===== config.mk =====
export PLATFORM = sky130hd
export DESIGN_NAME = exe_stage
export DESIGN_NICKNAME = d
export VERILOG_FILES = /design/src/rtl/exe_stage_pkg.sv /design/src/rtl/exe_stage_muldiv_seq.sv /design/src/rtl/exe_stage.sv
export SDC_FILE = /design/constraint.sdc
export NUM_CORES = 1
export LEC_CHECK = 0
export ABC_AREA = 1
export CAP_MARGIN = 10
export CORE_ASPECT_RATIO = 2
export CORE_MARGIN = 10
export CORE_UTILIZATION = 55
export CTS_BUF_LIST = sky130_fd_sc_hd__clkbuf_8
export DETAILED_ROUTE_END_ITERATION = 8
export GPL_TIMING_DRIVEN = 1
export PLACE_DENSITY = 0.82
export SLEW_MARGIN = 20
export SYNTH_ARGS = -nofsm -noshare
export SYNTH_HDL_FRONTEND = slang
export SYNTH_SLANG_ARGS = --single-unit

===== constraint.sdc =====
create_clock -name iei_clk -period 9.37 [get_ports iei_clk]
set_input_delay 1.874 -clock iei_clk [delete_from_list [all_inputs] [get_ports iei_clk]]
set_output_delay 1.874 -clock iei_clk [all_outputs]
set_load 0.02 [all_outputs]

===== src/rtl/exe_stage_pkg.sv =====
// exe_stage_pkg: opcode, register and mul/div encodings shared by the execute stage.
package exe_stage_pkg;
  localparam logic [7:0] ALU_ADD  = 8'h01;
  localparam logic [7:0] ALU_SUB  = 8'h02;
  localparam logic [7:0] ALU_AND  = 8'h03;
  localparam logic [7:0] ALU_OR   = 8'h04;
  localparam logic [7:0] ALU_XOR  = 8'h05;
  localparam logic [7:0] ALU_NOT  = 8'h06;
  localparam logic [7:0] ALU_MOV  = 8'h07;
  localparam logic [7:0] ALU_SLL  = 8'h08;
  localparam logic [7:0] ALU_SRL  = 8'h09;
  localparam logic [7:0] ALU_SRA  = 8'h0A;
  localparam logic [7:0] ALU_SLT  = 8'h0B;
  localparam logic [7:0] ALU_SLTU = 8'h0C;
  localparam logic [7:0] ALU_CMP  = 8'h0D;
  localparam logic [7:0] ALU_MUL  = 8'h0E;
  localparam logic [7:0] ALU_DIV  = 8'h0F;
  localparam logic [7:0] ALU_REM  = 8'h10;
  localparam logic [3:0] REG_INVALID = 4'hF;
  typedef enum logic [1:0] {MD_IDLE, MD_BUSY, MD_DONE} md_state_t;
  typedef enum logic [1:0] {MD_MUL, MD_DIV, MD_REM} md_op_t;
  function automatic logic is_muldiv(input logic [7:0] op);
    return op inside {ALU_MUL, ALU_DIV, ALU_REM};
  endfunction
endpackage


===== src/rtl/exe_stage_muldiv_seq.sv =====
// exe_stage_muldiv_seq: iterative shift-add multiplier / restoring divider, one bit per cycle.
module exe_stage_muldiv_seq
  import exe_stage_pkg::*;
#(
  parameter int DATA_W = 16
) (
  input  logic              iei_clk,
  input  logic              iei_rst,
  input  logic              start,
  input  md_op_t            op,
  input  logic [DATA_W-1:0] a,
  input  logic [DATA_W-1:0] b,
  input  logic              flush,
  output logic              busy,
  output logic              done,
  output logic [DATA_W-1:0] result
);
  localparam int CW = $clog2(DATA_W);
  md_state_t state, state_nx;
  md_op_t op_q;
  logic [CW-1:0] count;
  logic [DATA_W-1:0] acc, quot, rem, dvs, diff;
  logic [DATA_W:0] rsh;
  logic ge;
  always_comb begin
    state_nx = flush ? MD_IDLE
             : (state == MD_IDLE && start) ? MD_BUSY
             : (state == MD_BUSY && count == CW'(DATA_W - 1)) ? MD_DONE
             : (state == MD_DONE) ? MD_IDLE : state;
  end
  // For MUL, quot holds the shifting multiplier and rem the shifting multiplicand.
  assign rsh  = {rem, quot[DATA_W-1]};
  assign ge   = rsh >= {1'b0, dvs};
  assign diff = rsh[DATA_W-1:0] - dvs;
  always_ff @(posedge iei_clk or negedge iei_rst) begin
    if (!iei_rst) begin
      state <= MD_IDLE;
      op_q  <= MD_MUL;
      count <= '0;
      acc   <= '0;
      quot  <= '0;
      rem   <= '0;
      dvs   <= '0;
    end else begin
      state <= state_nx;
      if (state == MD_IDLE && start && !flush) begin
        op_q  <= op;
        count <= '0;
        acc   <= '0;
        quot  <= op == MD_MUL ? b : a;
        rem   <= op == MD_MUL ? a : '0;
        dvs   <= b;
      end else if (state == MD_BUSY) begin
        count <= count + CW'(1);
        if (op_q == MD_MUL) begin
          acc  <= acc + (quot[0] ? rem : '0);
          quot <= quot >> 1;
          rem  <= rem << 1;
        end else begin
          rem  <= ge ? diff : rsh[DATA_W-1:0];
          quot <= {quot[DATA_W-2:0], ge};
        end
      end
    end
  end
  assign busy   = state == MD_BUSY;
  assign done   = state == MD_DONE;
  assign result = op_q == MD_MUL ? acc : op_q == MD_DIV ? quot : rem;
endmodule


===== src/rtl/exe_stage.sv =====
// exe_stage: combinational ALU plus sequential mul/div with stall and bubble generation.
module exe_stage
  import exe_stage_pkg::*;
#(
  parameter int DATA_W = 16,
  parameter int OP_W   = 8,
  parameter int REG_W  = 4
) (
  input  logic              iei_clk,
  input  logic              iei_rst,
  input  logic              exi_flush,
  input  logic [15:0]       exi_instr,
  input  logic [15:0]       exi_pc,
  input  logic [OP_W-1:0]   exi_alu_opcode,
  input  logic [DATA_W-1:0] exi_op1,
  input  logic [DATA_W-1:0] exi_op2,
  input  logic [REG_W-1:0]  exi_wreg_addr,
  input  logic [1:0]        exi_rwe,
  input  logic [DATA_W-1:0] exi_write_to_mem_data,
  output logic [DATA_W-1:0] exo_result,
  output logic [15:0]       exo_instr,
  output logic [15:0]       exo_pc,
  output logic [REG_W-1:0]  exo_wreg_addr,
  output logic [1:0]        exo_rwe,
  output logic [DATA_W-1:0] exo_write_to_mem_data,
  output logic              exo_stall,
  output logic              exo_busy
);
  logic is_md, md_busy, md_done, bubble;
  logic [DATA_W-1:0] alu, md_result;
  md_op_t md_op;
  assign is_md = is_muldiv(exi_alu_opcode);
  assign md_op = exi_alu_opcode == ALU_MUL ? MD_MUL : exi_alu_opcode == ALU_DIV ? MD_DIV : MD_REM;
  exe_stage_muldiv_seq #(.DATA_W(DATA_W)) u_md (
    .iei_clk (iei_clk),
    .iei_rst (iei_rst),
    .start   (is_md && !exi_flush),
    .op      (md_op),
    .a       (exi_op1),
    .b       (exi_op2),
    .flush   (exi_flush),
    .busy    (md_busy),
    .done    (md_done),
    .result  (md_result)
  );
  always_comb begin
    case (exi_alu_opcode)
      ALU_ADD:  alu = exi_op1 + exi_op2;
      ALU_SUB:  alu = exi_op1 - exi_op2;
      ALU_AND:  alu = exi_op1 & exi_op2;
      ALU_OR:   alu = exi_op1 | exi_op2;
      ALU_XOR:  alu = exi_op1 ^ exi_op2;
      ALU_NOT:  alu = ~exi_op1;
      ALU_MOV:  alu = exi_op1;
      ALU_SLL:  alu = exi_op1 << exi_op2[3:0];
      ALU_SRL:  alu = exi_op1 >> exi_op2[3:0];
      ALU_SRA:  alu = $unsigned($signed(exi_op1) >>> exi_op2[3:0]);
      ALU_SLT:  alu = DATA_W'($signed(exi_op1) < $signed(exi_op2));
      ALU_SLTU: alu = DATA_W'(exi_op1 < exi_op2);
      ALU_CMP:  alu = DATA_W'(exi_op1 != exi_op2);
      default:  alu = '0;
    endcase
  end
  // Issue cycle stalls too; a flushed mul/div never starts and never emits.
  assign exo_stall = iei_rst && (md_busy || (!md_busy && !md_done && is_md && !exi_flush));
  assign exo_busy  = md_busy;
  assign bubble    = !iei_rst || exo_stall || (exi_flush && is_md);
  assign exo_result            = bubble ? '0 : md_done ? md_result : alu;
  assign exo_wreg_addr         = bubble ? REG_W'(REG_INVALID) : exi_wreg_addr;
  assign exo_rwe               = bubble ? 2'b00 : exi_rwe;
  assign exo_pc                = iei_rst ? exi_pc : '0;
  assign exo_instr             = iei_rst ? exi_instr : '0;
  assign exo_write_to_mem_data = iei_rst ? exi_write_to_mem_data : '0;
endmodule

; ---- After elaboration in Yosys (flattened, before gate mapping)
; Index checks and enable logic that the tools add are counted.
[classes]
n_addsub = 5
magnitude_cmp = 3
eq_ne = 21
shift = 3
mux = 31
bitwise = 4
n_reduce_logical = 24
[op_table]
columns = op, count
row1 = two-way mux 16 bit, 20
row2 = case mux 16 bit (13 select lines), 1
row3 = == test 8 x 4 -> 1 bit (second input constant), 8
row4 = adder 16 bit, 2
row5 = == test 8 x 3 -> 1 bit (second input constant), 4
row6 = less-than comparator 16 bit, 2
row7 = subtractor 16 bit, 2
row8 = greater-or-equal comparator 17 x 16 -> 1 bit, 1
row9 = AND 16 bit, 1
row10 = == test 8 x 2 -> 1 bit (second input constant), 2
row11 = != test 16 bit, 1
row12 = inverter 16 bit, 1
row13 = bitwise OR 16 bit, 1
row14 = left shift 16 x 4 -> 16 bit, 1
row15 = right shift 16 x 4 -> 16 bit, 1
row16 = >>> shifter 16 x 4 -> 16 bit, 1
row17 = XOR 16 bit, 1
row18 = two-way mux 2 bit, 7
row19 = two-way mux 4 bit, 3
row20 = logical AND 1 bit, 9
row21 = == test 8 x 1 -> 1 bit (second input constant), 1
row22 = == test 8 x 5 -> 1 bit (second input constant), 1
row23 = zero test 2 bit, 3
row24 = adder 4 x 1 -> 4 bit (second input constant), 1
row25 = 9 further kinds, 16
[totals]
ff_bits = 72
in_bits = 97
out_inout_bits = 72
word_cells = 98

; ---- Longest topological paths before layout
; Gate-level depths: netlist of the first run.
[depth]
word_depth = 10
ltp_mapped = 17
ltp_nobuf = 15

; ---- By module
; Synthesis of the first run repeated with hierarchy kept, for this count alone.
[hier_totals]
hier_cells = 2030
hier_area_um2 = 11394.7
[modules_own_cells]
columns = module, instances, cells_each, area_per_inst_um2, seq_area_each_um2
row1 = exe_stage_muldiv_seq, 1, 854, 5754.3, 1801.7
row2 = exe_stage, 1, 1176, 5640.4, 0.0

; ---- Worst setup path before layout of the first run
; Ideal clock, no wire load.
[synth_timing]
path_type = in2out
startpoint = input exi_op2[3]
endpoint = output exo_result[0]
t_arrival_ps = 4181
t_required_ps = 7496
slack_ps = 3315
stages = 16
path_buffers = 3
cell_sequence = buf_2 -> clkinv_1 -> clkbuf_1 -> ha_1 -> buf_2 -> nor2_1 -> inv_1 -> o21ai_0 -> nand2_1 -> nand2_1 -> nand2_1 -> nand2_1 -> nand2_1 -> a21oi_1 -> nor2_1 -> a21oi_1
[synth_between]
elab_chain_len = 4
elab_cells_between_ends = 9
classes_between = order compare (2) / eq/ne (1) / shift (3) / mux (3)
[synth_rtl]
columns = element, line_no
row1 = start: declaration, exe_stage.sv:16  ; input logic [DATA_W-1:0] exi_op2,
row2 = less-than comparator 16 bit (tied with other cells), exe_stage.sv:59  ; ALU_SLTU: alu = DATA_W'(exi_op1 < exi_op2);
row3 = case mux 16 bit (13 select lines) *, exe_stage.sv:47  ; case (exi_alu_opcode)
row4 = two-way mux 16 bit * (2 in a row), exe_stage.sv:68  ; assign exo_result = bubble ? '0 : md_done ? md_result : alu;
row5 = end: declaration, exe_stage.sv:20  ; output logic [DATA_W-1:0] exo_result,
; Every way passes the cells marked *; elsewhere a longest branch is shown, timed or not.

; ---- Worst setup path after layout of the first run
[layout_timing]
startpoint = input exi_op2[4]
endpoint = output exo_result[7]
[layout_between]
elab_chain_len = 4
elab_cells_between_ends = 5
classes_between = add/sub (2) / mux (3)
[layout_rtl]
columns = element, line_no
row1 = subtractor 16 bit or adder 16 bit (tied branches), "exe_stage.sv:49, exe_stage.sv:48"
row2 = case mux 16 bit (13 select lines) *, exe_stage.sv:47
row3 = two-way mux 16 bit * (2 in a row), exe_stage.sv:68
; Marks and branches as above.

==> impl_metrics.sql, run 1 <==
INSERT INTO impl_metrics (metric_group, metric, value, unit) VALUES
('outcome', 'outcome', 'completed', ''),
('sta', 'timing_max_transition_violations_final', '0', ''),
('power', 'vdd_drop_max', '135', 'µV'),
('layout', 'layout.cells.most_common_list', 'nand2_1, inv_1, nand3_1', ''),
('floorplanning', 'core_region_area', '19900', 'µm²'),
('power', 'powerDensity', '177', 'nW/µm²'),
('global_route', 'vias_in_the_first_global_route', '14300', ''),
('layout', 'syn_to_final_growth', '18.3', '%'),
('global_route', 'grt_antenna_before_repair', '2', ''),
('place', 'dp_hpwl', '44000', 'µm'),
('sta', 'post-route-period-util', '0.828', ''),
('sta', 'finClkSkew', '10.1', 'ps'),
('min_path', 'worst_hold_path_type', 'reg -> reg', ''),
('global_route', 'groute.usage.overall', '0.416', ''),
('place', 'gp_congestion', '1.13', ''),
('sta', 'relSlewSlack', '0.284', ''),
('layout', 'postLayoutCellArea', '13200', 'µm²'),
('layout', 'mostFrequentLayoutCell', 'nand2_1', ''),
('cts', 'insertion_delay', '390', 'ps'),
('cts', 'path_clk_slew', '80', 'ps'),
('logic_synthesis', 'synth-adder-area-share', '0.109', ''),
('logic_synthesis', 'postSynth.topFlopCell', 'dfrtp_1', ''),
('floorplanning', 'effective_utilization_at_floorplan', '0.559', ''),
('logic_synthesis', 'netlist_area', '11100', 'µm²'),
('logic_synthesis', 'synth_mux_area_frac', '0', ''),
('sta', 'rsz0062_at_grt', 'no', ''),
('worst_setup_path', 'timing_worst_setup_path_type', 'in -> out', ''),
('floorplanning', 'die_w', '121', 'µm'),
('worst_setup_path', 'cp-start-kind', 'input port', ''),
('cts', 'clkSinkCount', '72', ''),
('sta', 'finalHoldViolations', '0', ''),
('drt', 'total_wirelength_of_the_detailed_routed_design', '56900', 'µm'),
('logic_synthesis', 'synth_simple_gate_area_share', '0.416', ''),
('worst_setup_path', 'critical_path.max_fanout', '11', ''),
('sta', 'layout_min_cycle_time', '7760', 'ps'),
('sta', 'max_slew.worst_pin.slew', '1070', 'ps'),
('place', 'numPortBuffers', '168', ''),
('worst_setup_path', 'crit_path_end_kind', 'output port', ''),
('global_route', 'pin_count_of_the_biggest_net_entering_global_routing', '70', ''),
('power', 'total_leakage_power', '0.00733', 'µW'),
('cts', 'clock_tree_from_tritoncts', 'yes', ''),
('place', 'instance_area_at_placement', '13000', 'µm²'),
('logic_synthesis', 'synthesis.area_per_instance', '5.61', 'µm²'),
('sta', 'maxClockFrequency', '0.129', 'GHz'),
('floorplanning', 'num_io_pins', '169', ''),
('cts', 'cts-hold-fix-buffers', '0', ''),
('sta', 'final_setup_viols', '0', ''),
('drt', 'drt_pre_antenna_iters', '8', ''),
('logic_synthesis', 'synth_enable_flop_cells', '0', ''),
('logic_synthesis', 'synth-async-reset-ratio', '1.00', ''),
('cts', 'post-cts-setup-buffer-count', '0', ''),
('cts', 'clk_root_buffer_cell', 'clkbuf_8', ''),
('layout', 'share_of_final_layout_standard_cells_stronger_than_drive_strength_1', '0.0355', ''),
('logic_synthesis', 'synth-compound-area-share', '0.152', ''),
('drt', 'route.detailed.vias_per_inst', '6.11', ''),
('logic_synthesis', 'largest_family_of_logic_cells_by_synthesized_area', 'simple AND/OR/NAND/NOR gates', ''),
('floorplanning', 'dieHeight', '221', 'µm'),
('drt', 'dr.first_iter.drc_count', '1819', ''),
('logic_synthesis', 'post_synth_inst_count', '1985', ''),
('worst_setup_path', 'critical_path_required', '7500', 'ps'),
('logic_synthesis', 'synth.lib_cells_used.distinct', '47', ''),
('logic_synthesis', 'synth_xor_xnor_area_share', '0.0181', ''),
('sta', 'totalNegativeSetupSlack', '0', 'ps'),
('drt', 'ant_nets', '0', ''),
('floorplanning', 'fp-row-count', '73', ''),
('cts', 'cts_buffer_depth', '2', ''),
('logic_synthesis', 'synth-seq-cells', '72', ''),
('cts', 'htree_levels', '3', ''),
('drt', 'drc_errors', '0', ''),
('drt', 'vias', '14500', ''),
('floorplanning', 'fp.dieArea', '26700', 'µm²'),
('global_route', 'grt_first_pass_wirelength', '84100', 'µm'),
('run', 'cap_viol_max_count', '0', ''),
('power', 'power.total', '2330', 'µW'),
('worst_setup_path', 'cp.arrival', '5890', 'ps'),
('logic_synthesis', 'synth-seq-area-share', '0.162', ''),
('cts', 'postCtsResizedCells', '0', ''),
('logic_synthesis', 'syn-num-nets', '2177', ''),
('layout', 'nets', '2301', ''),
('cts', 'clock_buffers_created_by_tritoncts', '9', ''),
('layout', 'postLayoutCoreUtil', '0.662', ''),
('logic_synthesis', 'yosysWarningCount', '0', ''),
('global_route', 'grt-ovfl-total', '0', ''),
('drt', 'routedWlPerCell', '23.9', 'µm');
-- power breakdown --
group	leakage, µW	switching (µW)	internal [µW]
sequential	0.000865	147	392
combinational	0.00636	986	549
clock	0.000103	127	129
-- stage by stage --
step                cells  hold slack, ps  setup slack (ps)
global placement     2360             467              2110
CTS                  2376             494              2110
floorplan            1985             453              3310
detailed placement   2360             476              2120
global route         2377             512              1690
finish               2378             494              1610
-- cell usage after synthesis, drive strengths merged (4+ instances only) --
library cell,instances,area share
nand2,636,0.22
inv,327,0.11
nand3,209,0.096
nor2,176,0.063
o21ai,117,0.056
a21oi,107,0.048
ha,91,0.10
dfrtp,72,0.16
clkbuf,50,0.017
buf,26,0.012
nand4,25,0.014
o221ai,25,0.020
o211ai,19,0.013
nor3,18,0.0081
xor2,15,0.012
nand3b,14,0.0094
o22ai,9,0.0062
or2,9,0.0051
xnor2,8,0.0063
and2,7,0.0039
clkinv,6,0.0020
fa,4,0.0072
o21bai,4,0.0027
-- worst max-delay path: stages --
cell and delay, ps:
clkdlybuf4s50_1 790, inv_1 300, ha_1 570, inv_1 110, nor3_1 190, nand2_1 180, nand2_1 210, nand2_1 80
nand2_1 60, nor2_1 40, nor2_1 160, nand4_1 400, nand2_1 280, inv_1 60, clkdlybuf4s50_1 550
-- registers in the layout, summed over array words and instances, names as in the netlist --
register    flops
u_md.dvs       16
u_md.quot      16
u_md.count      4
u_md.state      2
u_md.op_q       2
u_md.acc       16
u_md.rem       16
-- final cells by class --
class	count	area, µm²
Fill cell	1839	6740
Tap cell	262	328
Multi-Input combinational cell	1504	7750
Inverter	333	1250
Clock buffer	10	138
Clock inverter	6	60.1
Sequential cell	72	1800
Timing Repair Buffer	189	1840
Antenna cell	2	5.00
-- worst paths after layout --
check | startpoint | endpoint | slack [ps] | depth (start not counted)
max reg2reg | u_md.state[0] | u_md.acc[14] | 6260 | 10
max in group asynchronous | iei_rst | u_md.dvs[6] | 6640 | 2
min reg2reg | u_md.dvs[9] | u_md.dvs[9] | 490 | 2
max | exi_op2[4] | exo_result[7] | 1610 | 15
min | u_md.dvs[9] | u_md.dvs[9] | 490 | 2
min in group asynchronous | iei_rst | u_md.acc[3] | 1450 | 1
-- cell families after synthesis --
logic type,count (synthesis)
simple gates,1094
compound gates,292
fa+ha+maj,95
flops,72
buf+inv,409
xor+xnor,23
-- layer usage --
| metal | up-vias | part of all wire | track usage | routed length, µm |
|---|---|---|---|---|
| li1 | 6580 | - | - | - |
| met1 | 6524 | 0.31 | 0.396 | 17700 |
| met5 | - | 0 | 0 | 0 |
| met4 | 0 | 0.12 | 0.413 | 6800 |
| met3 | 389 | 0.092 | 0.0967 | 5210 |
| met2 | 1037 | 0.48 | 0.700 | 27200 |
No activity file was read; power rests on OpenSTA's default activity.
==> run 2: changes to the inputs <==
--- a/config.mk
+++ b/config.mk
@@ -9,11 +9,11 @@
 export CAP_MARGIN = 10
 export CORE_ASPECT_RATIO = 2
 export CORE_MARGIN = 10
-export CORE_UTILIZATION = 55
+export CORE_UTILIZATION = 52
 export CTS_BUF_LIST = sky130_fd_sc_hd__clkbuf_8
 export DETAILED_ROUTE_END_ITERATION = 8
 export GPL_TIMING_DRIVEN = 1
-export PLACE_DENSITY = 0.82
+export PLACE_DENSITY = 0.81
 export SLEW_MARGIN = 20
 export SYNTH_ARGS = -nofsm -noshare
 export SYNTH_HDL_FRONTEND = slang
==> constraint.sdc (replaced) <==
create_clock -name iei_clk -period 6.7 [get_ports iei_clk]
set_input_delay 1.34 -clock iei_clk [delete_from_list [all_inputs] [get_ports iei_clk]]
set_output_delay 1.34 -clock iei_clk [all_outputs]
set_load 0.02 [all_outputs]
==> impl_metrics.sql, run 2 (synthesis gave the netlist of run 1 again) <==
INSERT INTO impl_metrics (metric_group, metric, value, unit) VALUES
('cts', 'htree_levels', '3', ''),
('sta', 'relSlewSlack', '0.234', ''),
('run', 'cap_viol_max_count', '0', ''),
('drt', 'ant_nets', '0', ''),
('floorplanning', 'dieHeight', '227', 'µm'),
('place', 'gp_congestion', '1.23', ''),
('worst_setup_path', 'timing.critical_path.buf_inv', '4', ''),
('drt', 'total_wirelength_of_the_detailed_routed_design', '57400', 'µm'),
('cts', 'clock_tree_from_tritoncts', 'yes', ''),
('floorplanning', 'fp.dieArea', '28000', 'µm²'),
('worst_setup_path', 'crit_path_end_kind', 'output port', ''),
('outcome', 'outcome', 'completed', ''),
('floorplanning', 'effective_utilization_at_floorplan', '0.530', ''),
('worst_setup_path', 'critical_path_required', '5360', 'ps'),
('layout', 'layout.cells.most_common_list', 'nand2_1, inv_1, nand3_1', ''),
('sta', 'max_slew.worst_pin.slew', '1140', 'ps'),
('cts', 'cts-hold-fix-buffers', '0', ''),
('place', 'dpl_worst_slack', '537', 'ps'),
('drt', 'drc_errors', '0', ''),
('global_route', 'pin_count_of_the_biggest_net_entering_global_routing', '77', ''),
('layout', 'syn_to_final_growth', '20.0', '%'),
('power', 'vdd_drop_max', '210', 'µV'),
('sta', 'timing_max_transition_violations_final', '0', ''),
('worst_setup_path', 'crit_chain', 'clkdlybuf4s50_1 > inv_1 > ha_1 > a21oi_1 > inv_1 > nor2_1 > nand2_1 > a21oi_1 > o21ai_0 > nand4_1 > nor2_1 > nor2_1 > clkdlybuf4s50_1', ''),
('worst_setup_path', 'crit-reg2reg-capture', 'u_md.acc[12]', ''),
('global_route', 'grtUsageMet1', '0.353', ''),
('global_route', 'grt_most_used_layer', 'met2', ''),
('sta', 'finalHoldViolations', '0', ''),
('layout', 'postLayoutCoreUtil', '0.636', ''),
('worst_setup_path', 'cp_top_family', 'buffers and inverters', ''),
('global_route', 'gr-usage-met2', '0.699', ''),
('global_route', 'grt.met3_usage', '0.113', ''),
('worst_setup_path', 'crit_path_frequent_cell', 'nor2_1', ''),
('cts', 'insertion_delay', '380', 'ps'),
('drt', 'drt_pre_antenna_iters', '6', ''),
('cts', 'postCtsResizedCells', '0', ''),
('min_path', 'worst_hold_path_type', 'reg -> reg', ''),
('sta', 'rsz0062_at_grt', 'no', ''),
('cts', 'post-cts-setup-buffer-count', '0', ''),
('worst_setup_path', 'critical_path.max_fanout', '8', ''),
('worst_setup_path', 'worstReg2RegStart', 'u_md.quot[0]', ''),
('worst_setup_path', 'setup.reg_to_reg.worst_slack', '3840', 'ps'),
('layout', 'nets', '2327', ''),
('cts', 'clock_buffers_created_by_tritoncts', '9', ''),
('layout', 'share_of_final_layout_standard_cells_stronger_than_drive_strength_1', '0.0472', ''),
('cts', 'path_clk_slew', '80', 'ps'),
('drt', 'dr.first_iter.drc_count', '1412', ''),
('global_route', 'grt-ovfl-total', '0', ''),
('drt', 'route.detailed.vias_per_inst', '6.02', ''),
('sta', 'layout_min_cycle_time', '6520', 'ps'),
('place', 'instance_area_at_placement', '13200', 'µm²'),
('cts', 'clkSinkCount', '72', ''),
('global_route', 'grt_antenna_before_repair', '0', ''),
('worst_setup_path', 'crit_path_top_delay_cell', 'clkdlybuf4s50_1', ''),
('place', 'numPortBuffers', '168', ''),
('cts', 'clk_root_buffer_cell', 'clkbuf_8', ''),
('layout', 'postLayoutCellArea', '13400', 'µm²'),
('worst_setup_path', 'timing_worst_setup_path_type', 'in -> out', ''),
('min_path', 'worst_hold_path.endpoint', 'u_md.dvs[14]', ''),
('worst_setup_path', 'timing.reg2reg.worst_path_depth', '15', ''),
('cts', 'cts_buffer_depth', '2', ''),
('drt', 'routedWlPerCell', '23.8', 'µm'),
('sta', 'maxClockFrequency', '0.153', 'GHz'),
('global_route', 'grt_first_pass_wirelength', '84600', 'µm'),
('sta', 'finClkSkew', '12.1', 'ps'),
('floorplanning', 'fp-row-count', '75', ''),
('drt', 'vias', '14500', ''),
('layout', 'layout.filler_cells', '2065', ''),
('worst_setup_path', 'cp_slowest_stage_delay', '870', 'ps'),
('sta', 'timing.final.ws_setup', '180', 'ps'),
('sta', 'final_setup_viols', '0', ''),
('sta', 'totalNegativeSetupSlack', '0', 'ps'),
('floorplanning', 'die_w', '123', 'µm'),
('power', 'powerDensity', '243', 'nW/µm²'),
('global_route', 'groute.usage.overall', '0.407', ''),
('worst_setup_path', 'cp-start-kind', 'input port', ''),
('power', 'total_leakage_power', '0.00745', 'µW'),
('floorplanning', 'num_io_pins', '169', ''),
('place', 'dp_hpwl', '45400', 'µm'),
('floorplanning', 'core_region_area', '21000', 'µm²'),
('layout', 'mostFrequentLayoutCell', 'nand2_1', ''),
('min_path', 'min_delay_path_depth', '2', ''),
('worst_setup_path', 'cp.arrival', '5180', 'ps'),
('sta', 'post-route-period-util', '0.973', ''),
('min_path', 'hold_start', 'u_md.dvs[14]', ''),
('global_route', 'vias_in_the_first_global_route', '14500', '');
-- run 2: cell types whose count changed in the layout (fill, tap and decap cells not counted), sizes merged --
cell,change
buf,+26
clkbuf,-1
clkinv,+1
diode,-1
inv,-1
-- run 2: power breakdown --
group	internal [µW]	switching (µW)	total [µW]
logic	777	1360	2130
registers	548	218	766
clock network	168	178	347
total	1490	1750	3250
-- run 2: metal layers --
| metal | vias up | wire [µm] |
|---|---|---|
| met4 | 0 | 7180 |
| met3 | 375 | 5260 |
| met2 | 946 | 27800 |
| met5 | - | 0 |
| li1 | 6632 | - |
| met1 | 6560 | 17100 |
-- run 2: how the worst max path moves through the flow --
stage	startpoint	end	slack, ps	cells past startpoint
global placement	exi_op1[7]	exo_result[12]	500	13
global route	exi_op1[7]	exo_result[12]	50	13
CTS	exi_op1[7]	exo_result[12]	530	13
detailed placement	exi_op1[7]	exo_result[12]	540	13
finish	exi_op1[7]	exo_result[8]	180	13
floorplan	exi_op2[3]	exo_result[0]	1710	16
-- run 2: cell type report --
type | count | area [µm²] | area share
multi-input cells | 1504 | 7750 | 0.580
repair buffers | 215 | 2030 | 0.152
flip-flops and latches | 72 | 1800 | 0.135
inverters | 333 | 1250 | 0.0937
well taps | 269 | 337 | 0.0252
clock buffers | 9 | 124 | 0.00927
clock inverters | 6 | 61.3 | 0.00459
diodes | 1 | 2.50 | 0.000187
-- run 2: stage by stage --
stage	cells	total power (µW)	hold WS, ps
global route	2408	3490	505
detailed placement	2393	2810	473
finish	2409	3250	495
floorplan	1985	2150	453
CTS	2408	3160	493
global placement	2393	2740	467
-- run 2: worst reg2reg max path, cell delays in order (launching register included) --
cell and delay, ps:
dfrtp_1 700, nand2_1 120, inv_1 70, ha_1 190
inv_1 80, fa_1 440, o21ai_0 300, a21oi_1 220
inv_1 110, nand2_1 50, nand2_1 80, nand3_1 100
nand2_1 80, nand2_1 50, nand3_1 100, nand2_1 60
==> run 3: changes to the inputs <==
--- a/config.mk
+++ b/config.mk
@@ -17,4 +17,6 @@
 export SLEW_MARGIN = 20
 export SYNTH_ARGS = -nofsm -noshare
 export SYNTH_HDL_FRONTEND = slang
+export SYNTH_HIERARCHICAL = 1
 export SYNTH_SLANG_ARGS = --single-unit
+export TNS_END_PERCENT = 1
==> impl_metrics.sql, run 3 <==
INSERT INTO impl_metrics (metric_group, metric, value, unit) VALUES
('outcome', 'outcome', 'completed', ''),
('sta', 'post-route-period-util', '0.948', ''),
('drt', 'ant_nets', '0', ''),
('logic_synthesis', 'yosysWarningCount', '6', ''),
('floorplanning', 'core_region_area', '21600', 'µm²'),
('worst_setup_path', 'timing_worst_setup_path_type', 'in -> out', ''),
('drt', 'drc_errors', '0', ''),
('logic_synthesis', 'synth_enable_flop_cells', '0', ''),
('worst_setup_path', 'crit-reg2reg-capture', 'u_md/acc[6]', ''),
('place', 'dp_hpwl', '43600', 'µm'),
('sta', 'rsz0062_at_grt', 'no', ''),
('cts', 'path_clk_slew', '80', 'ps'),
('worst_setup_path', 'timing.reg2reg.worst_path_depth', '8', ''),
('sta', 'timing_max_transition_violations_final', '0', ''),
('worst_setup_path', 'cp_slowest_stage_delay', '660', 'ps'),
('floorplanning', 'fp-row-count', '76', ''),
('logic_synthesis', 'synthesis.area_per_instance', '5.61', 'µm²'),
('logic_synthesis', 'synth.lib_cells_used.distinct', '43', ''),
('global_route', 'grt_first_pass_wirelength', '81200', 'µm'),
('global_route', 'vias_in_the_first_global_route', '14100', ''),
('cts', 'cts-hold-fix-buffers', '0', ''),
('cts', 'clock_tree_from_tritoncts', 'yes', ''),
('logic_synthesis', 'synthMostInstantiatedCell', 'nand2_1', ''),
('worst_setup_path', 'timing.critical_path.buf_inv', '2', ''),
('logic_synthesis', 'netlist_area', '11400', 'µm²'),
('worst_setup_path', 'crit_path_end_kind', 'output port', ''),
('global_route', 'groute.usage.overall', '0.364', ''),
('layout', 'finish.cell_count_without_fillers', '2454', ''),
('sta', 'finClkSkew', '9.73', 'ps'),
('logic_synthesis', 'postSynth.topFlopCell', 'dfrtp_1', ''),
('layout', 'layout.filler_cells', '2147', ''),
('worst_setup_path', 'critical_path.max_fanout', '8', ''),
('drt', 'total_wirelength_of_the_detailed_routed_design', '54500', 'µm'),
('worst_setup_path', 'endpoint', 'exo_result[14]', ''),
('cts', 'postCtsResizedCells', '0', ''),
('layout', 'syn_to_final_growth', '19.1', '%'),
('power', 'vdd_drop_max', '206', 'µV'),
('worst_setup_path', 'cp.arrival', '5010', 'ps'),
('logic_synthesis', 'post_synth_inst_count', '2030', ''),
('cts', 'clock_buffers_created_by_tritoncts', '9', ''),
('cts', 'htree_levels', '3', ''),
('logic_synthesis', 'synth-seq-area-share', '0.158', ''),
('floorplanning', 'num_io_pins', '169', ''),
('sta', 'layout_min_cycle_time', '6350', 'ps'),
('place', 'numPortBuffers', '168', ''),
('worst_setup_path', 'setup.reg_to_reg.worst_slack', '3470', 'ps'),
('layout', 'mostFrequentLayoutCell', 'nand2_1', ''),
('worst_setup_path', 'critical_path_depth', '15', ''),
('global_route', 'grt_antenna_before_repair', '1', ''),
('sta', 'finalHoldViolations', '0', ''),
('worst_setup_path', 'worstReg2RegStart', 'u_md/op_q[1]', ''),
('global_route', 'pin_count_of_the_biggest_net_entering_global_routing', '80', ''),
('worst_setup_path', 'crit_path_frequent_cell', 'nand2_1', ''),
('worst_setup_path', 'cp_top_family', 'buffers and inverters', ''),
('place', 'gp_congestion', '1.12', ''),
('layout', 'layout.cells.most_common_list', 'nand2_1, inv_1, nand3_1', ''),
('power', 'powerDensity', '180', 'nW/µm²'),
('logic_synthesis', 'syn-num-nets', '2219', ''),
('drt', 'routedWlPerCell', '22.2', 'µm'),
('layout', 'insertedDiodeCount', '0', ''),
('power', 'total_leakage_power', '0.00738', 'µW'),
('cts', 'insertion_delay', '390', 'ps'),
('cts', 'clkSinkCount', '72', ''),
('logic_synthesis', 'synth.top_cells.by_area', 'nand2_1, dfrtp_1, nand3_1', ''),
('drt', 'dr.first_iter.drc_count', '1656', ''),
('logic_synthesis', 'yosysTopAreaCellShare', '0.212', ''),
('min_path', 'worst_hold_path_type', 'reg -> reg', ''),
('floorplanning', 'dieHeight', '229', 'µm'),
('global_route', 'grt-ovfl-total', '0', ''),
('run', 'cap_viol_max_count', '0', ''),
('drt', 'route.detailed.vias_per_inst', '5.92', ''),
('drt', 'drt_pre_antenna_iters', '8', ''),
('layout', 'share_of_final_layout_standard_cells_stronger_than_drive_strength_1', '0.0683', ''),
('cts', 'cts_buffer_depth', '2', ''),
('sta', 'relSlewSlack', '0.296', ''),
('floorplanning', 'effective_utilization_at_floorplan', '0.528', ''),
('worst_setup_path', 'cp-start-kind', 'input port', ''),
('floorplanning', 'fp.dieArea', '28600', 'µm²'),
('drt', 'vias', '14500', ''),
('worst_setup_path', 'crit_path_top_delay_cell', 'clkdlybuf4s50_1', ''),
('worst_setup_path', 'critical_path_required', '5360', 'ps'),
('logic_synthesis', 'yosys-top-cells-count', 'nand2_1, inv_1, nand3_1', ''),
('cts', 'post-cts-setup-buffer-count', '0', ''),
('floorplanning', 'die_w', '125', 'µm'),
('cts', 'clk_root_buffer_cell', 'clkbuf_8', ''),
('layout', 'nets', '2365', ''),
('sta', 'totalNegativeSetupSlack', '0', 'ps'),
('logic_synthesis', 'synth-seq-cells', '72', ''),
('sta', 'final_setup_viols', '0', ''),
('logic_synthesis', 'synth-async-reset-ratio', '1.00', ''),
('worst_setup_path', 'crit_chain', 'clkdlybuf4s50_1 > ha_1 > fa_1 > nand3_1 > nand3_1 > nand2_1 > nand2_1 > nand2_1 > nand2_1 > nand2_1 > nand3_1 > nand3_1 > nand2_1 > a21oi_1 > clkdlybuf4s50_1', ''),
('worst_setup_path', 'worstSetupStartpoint', 'exi_op1[0]', ''),
('sta', 'maxClockFrequency', '0.157', 'GHz'),
('sta', 'max_slew.worst_pin.slew', '1050', 'ps'),
('place', 'placedCellCount', '2438', ''),
('logic_synthesis', 'synth_area_leader_cell', 'nand2_1', '');
-- run 3: worst reg2reg max path: stages (launching register included) --
cell	delay, ps
dfrtp_1	430
nor2_1	110
buf_4	300
inv_1	530
nor2_1	970
inv_1	430
a21oi_1	200
o21ai_0	110
o21ai_0	80
-- run 3: metrics by stage --
stage | instance area, µm² | setup slack (ps) | utilization | hold WS (ps) | total power [µW]
6_report | 13600 | 347 | 0.628 | 502 | 2450
5_1_grt | 13600 | 236 | 0.628 | 535 | 2620
4_1_cts | 13600 | 396 | 0.628 | 507 | 2400
3_5_place_dp | 13400 | 406 | 0.619 | 487 | 2040
3_3_place_gp | 13400 | 397 | 0.619 | 473 | 2000
2_1_floorplan | 11400 | 1840 | - | 453 | 1560
-- run 3: kinds of logic (layout without fill, tap and decap cells) --
kind of cell	count (synthesis)	count (layout)	synth area share
buffers and inverters	406	557	0.142
adders and majority gates	92	92	0.104
AOI/OAI and AO/OA	268	268	0.138
DFF	72	72	0.158
and+or+nand+nor	1181	1181	0.450
xor gates and xnor gates	11	11	0.00846
-- run 3: report_power, final --
part	leakage, µW	internal [µW]	switching [µW]	total (µW)
Sequential	0.000773	508	99.6	608
Clock	0.0000916	172	187	359
Combinational	0.00652	526	955	1480
-- run 3: per-layer routing --
| layer | vias to the layer above | part of all wire | global-route usage |
|---|---|---|---|
| met4 | 2 | 0.097 | 0.303 |
| met5 | - | 0.00027 | 0 |
| met3 | 319 | 0.064 | 0.0486 |
| met2 | 888 | 0.52 | 0.671 |
| li1 | 6756 | - | - |
| met1 | 6570 | 0.32 | 0.346 |
-- run 3: how the worst min path moves through the flow --
stage                 startpoint      endpoint  slack [ps]  depth (start not counted)
global placement    u_md/acc[15]  u_md/acc[15]         470                          2
finish              u_md/acc[15]  u_md/acc[15]         500                          2
CTS                 u_md/acc[15]  u_md/acc[15]         510                          2
detailed placement  u_md/acc[15]  u_md/acc[15]         490                          2
global route        u_md/acc[15]  u_md/acc[15]         540                          2
floorplan           u_md/acc[15]  u_md/acc[15]         450                          2
-- run 3: area by class of cell --
cell class	instances	area [µm²]	share of cell area
multi-input cells	1552	7980	0.588
well taps	273	342	0.0252
clock inverters	7	71.3	0.00526
clock buffers	9	124	0.00913
repair buffers	213	2020	0.149
inverters	328	1230	0.0908
flip-flops and latches	72	1800	0.133
